[src/rtl/alu_exec_unit_pkg.sv]
`default_nettype none
// ============================================================================
// alu_exec_unit_pkg : ALU control codes and output-buffer state encoding
// Revision: 1.0
// ============================================================================
package alu_exec_unit_pkg;

  localparam logic [2:0] ALU_ADD = 3'b000;
  localparam logic [2:0] ALU_SUB = 3'b001;
  localparam logic [2:0] ALU_AND = 3'b010;
  localparam logic [2:0] ALU_OR  = 3'b011;
  localparam logic [2:0] ALU_SLT = 3'b101;

  localparam int DEFAULT_WIDTH = 32;

  // Buffer state is its occupancy.
  typedef enum logic [1:0] {
    BUF_EMPTY = 2'd0,
    BUF_ONE   = 2'd1,
    BUF_TWO   = 2'd2
  } buf_state_t;

endpackage
`default_nettype wire

[src/rtl/alu_core.sv]
`default_nettype none
// ============================================================================
// alu_core : combinational ALU (add/sub/and/or/slt) with zero and illegal flags
// Revision: 1.0
// ============================================================================
module alu_core
  import alu_exec_unit_pkg::*;
#(
  parameter int WIDTH = DEFAULT_WIDTH
) (
  input  logic [2:0]       alu_control,
  input  logic [WIDTH-1:0] src_a,
  input  logic [WIDTH-1:0] src_b,
  output logic [WIDTH-1:0] result,
  output logic             zero,
  output logic             illegal
);

  logic w_lt;

  assign w_lt = $signed(src_a) < $signed(src_b);

  always_comb begin
    result  = '0;
    illegal = 1'b0;
    case (alu_control)
      ALU_ADD: result = src_a + src_b;
      ALU_SUB: result = src_a - src_b;
      ALU_AND: result = src_a & src_b;
      ALU_OR:  result = src_a | src_b;
      ALU_SLT: result = {{(WIDTH-1){1'b0}}, w_lt};
      default: illegal = 1'b1;
    endcase
    // Illegal codes leave result at 0, so zero is set for them as well.
    zero = (result == '0);
  end

endmodule
`default_nettype wire

[src/rtl/alu_exec_unit.sv]
`default_nettype none
// ============================================================================
// alu_exec_unit : registered execute stage with a 2-entry result buffer
// Revision: 1.0
// ============================================================================
module alu_exec_unit
  import alu_exec_unit_pkg::*;
#(
  parameter int WIDTH = DEFAULT_WIDTH,
  parameter int CNT_W = 16
) (
  input  logic             clk,
  input  logic             rst,
  input  logic             in_valid,
  output logic             in_ready,
  input  logic [2:0]       alu_control,
  input  logic [WIDTH-1:0] src_a,
  input  logic [WIDTH-1:0] src_b,
  output logic             out_valid,
  input  logic             out_ready,
  output logic [WIDTH-1:0] result,
  output logic             zero,
  output logic             illegal,
  output logic [CNT_W-1:0] op_count
);

  buf_state_t r_state;
  buf_state_t w_state_next;

  logic [WIDTH-1:0] w_alu_result;
  logic             w_alu_zero;
  logic             w_alu_illegal;

  logic [WIDTH-1:0] r_head_result;
  logic             r_head_zero;
  logic             r_head_illegal;
  logic [WIDTH-1:0] r_tail_result;
  logic             r_tail_zero;
  logic             r_tail_illegal;
  logic [CNT_W-1:0] r_op_count;

  logic w_push;
  logic w_pop;

  alu_core #(
    .WIDTH (WIDTH)
  ) u_alu_core (
    .alu_control (alu_control),
    .src_a       (src_a),
    .src_b       (src_b),
    .result      (w_alu_result),
    .zero        (w_alu_zero),
    .illegal     (w_alu_illegal)
  );

  // rst gates in_ready only so upstream sees not-ready while reset is held.
  assign in_ready  = rst && (r_state != BUF_TWO);
  assign out_valid = (r_state != BUF_EMPTY);
  assign w_push    = in_valid && in_ready;
  assign w_pop     = out_valid && out_ready;

  always_comb begin
    w_state_next = r_state;
    case (r_state)
      BUF_EMPTY: if (w_push) w_state_next = BUF_ONE;
      BUF_ONE: begin
        if (w_push && !w_pop)      w_state_next = BUF_TWO;
        else if (!w_push && w_pop) w_state_next = BUF_EMPTY;
      end
      BUF_TWO: if (w_pop) w_state_next = BUF_ONE;
      default: w_state_next = BUF_EMPTY;
    endcase
  end

  always_ff @(posedge clk or negedge rst) begin
    if (!rst) begin
      r_state <= BUF_EMPTY;
    end else begin
      r_state <= w_state_next;
    end
  end

  always_ff @(posedge clk or negedge rst) begin
    if (!rst) begin
      r_head_result  <= '0;
      r_head_zero    <= 1'b0;
      r_head_illegal <= 1'b0;
      r_tail_result  <= '0;
      r_tail_zero    <= 1'b0;
      r_tail_illegal <= 1'b0;
      r_op_count     <= '0;
    end else begin
      case (r_state)
        BUF_EMPTY: begin
          if (w_push) begin
            r_head_result  <= w_alu_result;
            r_head_zero    <= w_alu_zero;
            r_head_illegal <= w_alu_illegal;
          end
        end
        BUF_ONE: begin
          // On push+pop the new entry replaces the departing head directly.
          if (w_push && w_pop) begin
            r_head_result  <= w_alu_result;
            r_head_zero    <= w_alu_zero;
            r_head_illegal <= w_alu_illegal;
          end else if (w_push) begin
            r_tail_result  <= w_alu_result;
            r_tail_zero    <= w_alu_zero;
            r_tail_illegal <= w_alu_illegal;
          end
        end
        BUF_TWO: begin
          if (w_pop) begin
            r_head_result  <= r_tail_result;
            r_head_zero    <= r_tail_zero;
            r_head_illegal <= r_tail_illegal;
          end
        end
        default: ;
      endcase
      if (w_pop) begin
        r_op_count <= r_op_count + CNT_W'(1);
      end
    end
  end

  assign result   = r_head_result;
  assign zero     = r_head_zero;
  assign illegal  = r_head_illegal;
  assign op_count = r_op_count;

endmodule
`default_nettype wire

[config.mk]
export PLATFORM = sky130hd
export DESIGN_NAME = alu_exec_unit
export DESIGN_NICKNAME = d
export VERILOG_FILES = /design/src/rtl/alu_exec_unit_pkg.sv /design/src/rtl/alu_core.sv /design/src/rtl/alu_exec_unit.sv
export SDC_FILE = /design/constraint.sdc
export NUM_CORES = 1
export LEC_CHECK = 0
export BUFFER_PORTS_ARGS = -buffer_cell sky130_fd_sc_hd__buf_2
export CORE_MARGIN = 4
export CORE_UTILIZATION = 28
export CTS_BUF_LIST = sky130_fd_sc_hd__clkbuf_4 sky130_fd_sc_hd__clkbuf_8
export DETAILED_ROUTE_END_ITERATION = 8
export PLACE_DENSITY = 0.5
export SLEW_MARGIN = 30
export SYNTH_ARGS = -nofsm -noshare
export SYNTH_HDL_FRONTEND = slang
export SYNTH_HIERARCHICAL = 1
export SYNTH_SLANG_ARGS = --single-unit
export TNS_END_PERCENT = 10
[constraint.sdc]
create_clock -name clk -period 3.8 [get_ports clk]
set_clock_uncertainty 0.15 [all_clocks]
set_input_delay 0.76 -clock clk [delete_from_list [all_inputs] [get_ports clk]]
set_output_delay 0.76 -clock clk [all_outputs]
set_load 0.01 [all_outputs]
==> metrics.cfg, run 1 <==
[synth]
post_synth_inst_count=1129
synthArstFlopShare=1.000
post-synth-top-count-cell=ha_1
syn_avg_cell_area_sq_um=8.357
yosys.area.top_type=dfrtp_1
yosysWarningCount=6
synth_sequential_area_ratio=0.2281
synth_commonest_cells=ha_1, inv_1, nor2_1, dfrtp_1, a21oi_1
mappedNetlistNets=1312
synth_flop_cell=dfrtp_1
post_synth_instance_area_sq_um=9435
ys_types=84
synth.ff_latch_count=86
ys_top_cells_by_area=dfrtp_1, ha_1, mux2i_1
synth-edff-count=0
synth_top_area_frac=0.2281

[cells_and_area]
fin_nets=1730
layout.area.seq_sq_um=2152
layout.filler_cells=3496
area.growth.synth_to_final_pct=40.91
post-route-util=0.4045
area_of_combinational_cells_with_multiple_inputs_sq_um=6769
drive_above_1_share=0.3978

[critical_path]
worstPathMaxFanout=4
start_kind=primary input
path_delay_family=simple AND/OR/NAND/NOR gates
critical-path-slowest-cell=or4b_1
timing.setup.critical_path_class=primary input to register
arrival_ns=4.28
worst_setup_path_end_kind=register
critPathMaxStageDelay_ns=0.50
timing.critical_path.required_ns=3.93
cp_num_buf_inv=3
cp_cell_sequence=buf_2, inv_1, buf_4, ha_1, o21ba_2, or4_4, nand2_1, o221ai_1, a21o_1, or4b_1, or3_1, a2111o_1, nor4_2, and4_1, mux2i_1, a21oi_2

[sta]
final.setup.worst_slack_ns=-0.3480
timing_hold_violations_final=0
finalCriticalPeriod_ns=4.148
worst-slew-pin-transition_ns=0.8507
max_freq_mhz=241.1
grt_setup_unrepaired=yes
final.hold.worst_slack_ns=0.2939
slew_violations=0
final_setup_vio_count=4
slew-limit-headroom=0.4309
period_share=1.092

[routing]
uppermost_layer_routed=met4
drt_first_pass_iters=5
post-route-drc-count=0
wirelength_um=34070
met1_length_um=15960
route.vias.total=9906
dr_wl_met2_um=15940
post_drt_via_cell_ratio=4.968
detailedRoute.firstIterationViolations=536
wire_per_inst_um=17.09
postRouteAntennaNets=0
detailroute.wirelength.met3_um=1752

[floorplanning]
dieHeight_um=191.6
floorplan.io_pins=123
die-area_sq_um=36700
core-area_sq_um=32870
row_cnt=66
die_width_um=191.6
start_util=0.2871

[status]
failed_checks=setup timing
run_status=complete, but fails checks

[clocking]
worst_setup_hold_path_clk_slew_ns=0.08
clock_insertion_delay_worst_skew_ns=0.35
cts_tree=done
postCtsHoldBufs=0
clockRootBuffer=clkbuf_8
num_cts_buffers=9
deepest_level_of_the_cts_h_tree=3
cts_post_setup_buffers_inserted=0
clock_tree.buffer_depth=2
clock_sink_count=86

[placement]
globalplace.congestion=0.9731
portBuffers=122
hpwlAfterDp_um=28260
place_ws_ns=-0.8686

[global_routing]
grt_util_all_layers=0.1825
grt_pass1_vias=9908
antenna_found_initial=0
globalRoute.totalOverflow=0
grt_start_max_net_pins=69
grt_pass1_wl_um=53850

[power]
share_clk_of_total_power=0.128
power.density_cell_area_nw_per_um2=346.1
total_net_switching_power_mw=1.830
switching_share=0.3977
pwr-share-seq=0.328
share_of_power_burned_in_combinational_logic=0.544
leakage_nw=6.496
worst_ir_drop_vdd_mv=0.1981
internal_power_mw=2.771

[hold_path]
min-delay-path-class=primary input to async pin

[flow_run]
maxCapViolations=0

power by group through the flow:
stage	registers [mW]	logic (mW)	clock network [mW]
after detailed placement	1.53	2.47	0
final	1.51	2.50	0.590
after floorplan	1.59	1.31	0
after CTS	1.51	2.50	0.619
after global routing	1.56	2.76	0.650
after global placement	1.51	2.45	0
registers in the layout (all words and copies together) (netlist names):
signal,flops
r_state,2
result,32
op_count,16
r_tail_zero,1
r_tail_result,32
zero,1
illegal,1
r_tail_illegal,1
timing repair:
action	CTS	global route
pin swaps	3	3
endpoints found under the setup margin	7	14
resized for setup	20	31
gates cloned	0	0
endpoints found under the hold margin	0	0
logic make-up (layout without fill, tap and decap cells):
family / after synthesis / in the layout / share of synthesized area
AOI/OAI and AO/OA: 335 / 335 / 0.2538
muxes: 88 / 88 / 0.09959
adders and majority gates: 112 / 112 / 0.1501
xor gates and xnor gates: 28 / 28 / 0.02599
other: 0 / 1 / 0
buffers and inverters: 170 / 592 / 0.08116
and+or+nand+nor: 310 / 310 / 0.1613
DFF: 86 / 86 / 0.2281
final timing paths:
path                               from                to  slack [ns]  depth (start not counted)
max                            src_a[1]              zero       -0.35                         16
min                                 rst  r_tail_result[9]        0.29                          2
max reg2reg                  r_state[0]        result[14]        1.19                          9
min reg2reg                op_count[15]      op_count[15]        0.32                          1
max in group asynchronous           rst        result[28]        2.11                          3
min in group clk           op_count[15]      op_count[15]        0.32                          1
per-layer routing:
layer,track usage,up-vias
met5,0,-
met4,0.03757,0
met3,0.02217,30
met2,0.3055,267
met1,0.2542,4692
li1,-,4917
per-stage QoR:
| stage | TNS (ns) | std cells | power [mW] | cell area, sq um |
|---|---|---|---|---|
| floorplan | -0.4213 | 1129 | 2.901 | 9457 |
| global placement | -9.213 | 1978 | 3.957 | 12890 |
| detailed placement | -9.038 | 1978 | 4.001 | 12890 |
| CTS | -0.8021 | 1993 | 4.628 | 13170 |
| global route | -1.245 | 1993 | 4.971 | 13290 |
| finish | -0.7056 | 1994 | 4.601 | 13300 |
layout make-up:
| class | instances | area share |
|---|---|---|
| Tap cell | 442 | 0.04160 |
| Sequential cell | 86 | 0.1619 |
| Inverter | 108 | 0.03049 |
| Clock buffer | 14 | 0.01308 |
| Multi-Input combinational cell | 873 | 0.5091 |
| Timing Repair Buffer | 469 | 0.2433 |
| Antenna cell | 1 | 0.0001882 |
| Clock inverter | 1 | 0.0003764 |
placed cells by master, fill, tap and decap left out, types with 6 or more instances in the layout:
master    Yosys  final
buf_4         5    346
buf_2        10    121
inv_1       108    107
nor2_1      107    106
ha_1        110    106
dfrtp_1      86     86
a21oi_1      79     75
nand2_1      73     70
mux2i_1      50     50
o21ai_0      44     39
mux2_2       37     37
a21oi_2      28     32
xnor2_1      22     22
o31ai_1      22     20
nand4_1      18     18
a21o_1       18     18
and3_1       15     15
nor4_1       17     15
o211ai_1     15     15
nand3_1      13     13
nor3_1       14     13
clkbuf_8      0     11
a211oi_1     16     10
o21a_1        9      9
a221o_1       8      8
or3_1         9      8
nor2b_1       8      7
a31oi_1       7      7
xor2_1        6      6
a211oi_2      0      6
a22o_1        6      6
o221ai_1      7      6
(Power assumes the default switching activity.)
==> inputs of run 2 (changes only) <==
--- a/config.mk
+++ b/config.mk
@@ -6,12 +6,10 @@
 export NUM_CORES = 1
 export LEC_CHECK = 0
 export BUFFER_PORTS_ARGS = -buffer_cell sky130_fd_sc_hd__buf_2
-export CORE_MARGIN = 4
 export CORE_UTILIZATION = 28
 export CTS_BUF_LIST = sky130_fd_sc_hd__clkbuf_4 sky130_fd_sc_hd__clkbuf_8
 export DETAILED_ROUTE_END_ITERATION = 8
 export PLACE_DENSITY = 0.5
-export SLEW_MARGIN = 30
 export SYNTH_ARGS = -nofsm -noshare
 export SYNTH_HDL_FRONTEND = slang
 export SYNTH_HIERARCHICAL = 1
==> constraint.sdc (replaced) <==
create_clock -name clk -period 3.8 [get_ports clk]
set_clock_uncertainty 0.15 [all_clocks]
set_input_delay 0.38 -clock clk [delete_from_list [all_inputs] [get_ports clk]]
set_output_delay 0.38 -clock clk [all_outputs]
set_load 0.01 [all_outputs]
==> run 2 against run 1 <==
Against the previous run: the flow now finishes without violations; non-clock buffer count decreased by 70; worst hold slack worse by 0.16 ns; flip-flop and latch count did not move; sequential power barely moved; critical path depth is 1 higher; largest power group unchanged; via count fell by 2.9%; worst setup slack better by 0.35 ns; first-iteration DRC count rose by 43%; largest cell class unchanged; global-route usage rose by 0.66 points; utilization fell by 1.8 points.
==> metrics.cfg, run 2 (synthesis results as in run 1) <==
[global_routing]
antenna_found_initial=0
globalRoute.totalOverflow=0
grt_pass1_vias=9246
grt_util_all_layers=0.1892
grt_pass1_wl_um=50970
grt_start_max_net_pins=69

[floorplanning]
floorplan.io_pins=123
dieHeight_um=185.6
core-area_sq_um=32870
die_width_um=185.6
row_cnt=66
die-area_sq_um=34440
start_util=0.2871

[routing]
detailedRoute.firstIterationViolations=767
post-route-drc-count=0
post_drt_via_cell_ratio=5.000
postRouteAntennaNets=0
drt_first_pass_iters=5
wirelength_um=32460
route.vias.total=9615
wire_per_inst_um=16.88

[clocking]
clockRootBuffer=clkbuf_8
cts_tree=done
worst_setup_hold_path_clk_slew_ns=0.09
clock_insertion_delay_worst_skew_ns=0.35
clock_tree.buffer_depth=2
deepest_level_of_the_cts_h_tree=3
num_cts_buffers=9
clock_sink_count=86

[sta]
worst-slew-pin-transition_ns=0.8708
slew-limit-headroom=0.4174
timing_hold_violations_final=0
period_share=0.9993
finalCriticalPeriod_ns=3.797
grt_setup_unrepaired=yes
final_setup_vio_count=0
max_freq_mhz=263.3
slew_violations=0

[critical_path]
timing.critical_path.required_ns=3.93
worstPathMaxFanout=3
critical-path-slowest-cell=or4_1
timing.setup.critical_path_class=primary input to register
critPathMaxStageDelay_ns=0.56
critical-path-top-cell-by-count=buf_4
worst_setup_path_end_kind=register
cp_cell_sequence=buf_2, buf_4, ha_4, buf_4, a21o_1, nand4_1, a21oi_2, buf_4, o311ai_4, a2111oi_1, or3b_1, or3_1, or4_1, nor2_2, and4_1, mux2i_1, a21oi_2
arrival_ns=3.93
start_kind=primary input

[cells_and_area]
fin_nets=1660
final_cell_mix=buf_4, buf_2, ha_1
drive_above_1_share=0.3606
antenna_cells=0
final_cell_count_without_fillers=1923
post-route-util=0.3869
final_common_cell=buf_4
area.growth.synth_to_final_pct=34.78

[placement]
hpwlAfterDp_um=26670
dpl.cell_count=1906
globalplace.congestion=0.9558
portBuffers=122

[power]
worst_ir_drop_vdd_mv=0.2614
leakage_nw=6.137
power.density_cell_area_nw_per_um2=353.3

[status]
run_status=completed

[flow_run]
maxCapViolations=0

[hold_path]
min-delay-path-class=primary input to register

==> run 2: worst paths after layout <==
path	depth (start not counted)	from	to	slack, ns
worst min register to register	1	op_count[15]	op_count[15]	0.32
worst min-delay path	2	out_ready	r_state[1]	0.13
worst max-delay path	17	src_a[0]	zero	0.003
max in group asynchronous	4	rst	r_tail_result[27]	1.96
worst max register to register	9	r_state[0]	result[4]	1.31
min in group asynchronous	3	rst	result[1]	0.50
==> run 2: report_power, final <==
group          switching, mW  internal (mW)
combinational           1.28           1.12
clock                  0.315          0.276
sequential             0.212           1.29
==> run 2: per-layer routing <==
metal,vias up,GRT usage,part of all wire
met1,4531,0.2632,0.48
met5,-,0,0
met4,0,0.05803,0.022
met2,273,0.3068,0.45
met3,39,0.01800,0.048
li1,4772,-,-
==> run 2: worst max-delay path, delay by kind of cell <==
| family | cells | cell delay [ns] |
|---|---|---|
| and+or+nand+nor | 6 | 1.90 |
| AOI/OAI and AO/OA | 5 | 0.86 |
| buffers and inverters | 4 | 0.52 |
| adders and majority gates | 1 | 0.16 |
| muxes | 1 | 0.09 |
==> run 2: repair_timing <==
item | CTS | global route
gates resized for setup | 20 | 19
endpoints found under the setup margin | 2 | 4
pin swaps | 2 | 4
hold endpoints to repair | 36 | 0
setup buffers | 0 | 1
hold buffers | 1 | 0
==> run 2: through the flow <==
stage	power [mW]	area, sq um	hold slack (ns)	worst slack [ns]	TNS, ns
after floorplan	2.898	9435	-0.06559	0.02711	0
after global placement	3.857	12340	0.3109	-0.4864	-1.868
after detailed placement	3.890	12340	0.3201	-0.5592	-1.633
after CTS	4.511	12620	0.1101	0.0009392	0
after global routing	4.841	12720	0.1369	-0.09452	-0.09452
final	4.493	12720	0.1334	0.002642	0
==> run 2: cell type report <==
cell class                 instances  area [sq um]
clock buffer                      12         158.9
tap                              442         553.0
clock inverter                     3         20.02
timing repair buffer             399          2720
sequential                        86          2152
inverter                         108         405.4
fill                            3524         20150
multi-input combinational        873          6708
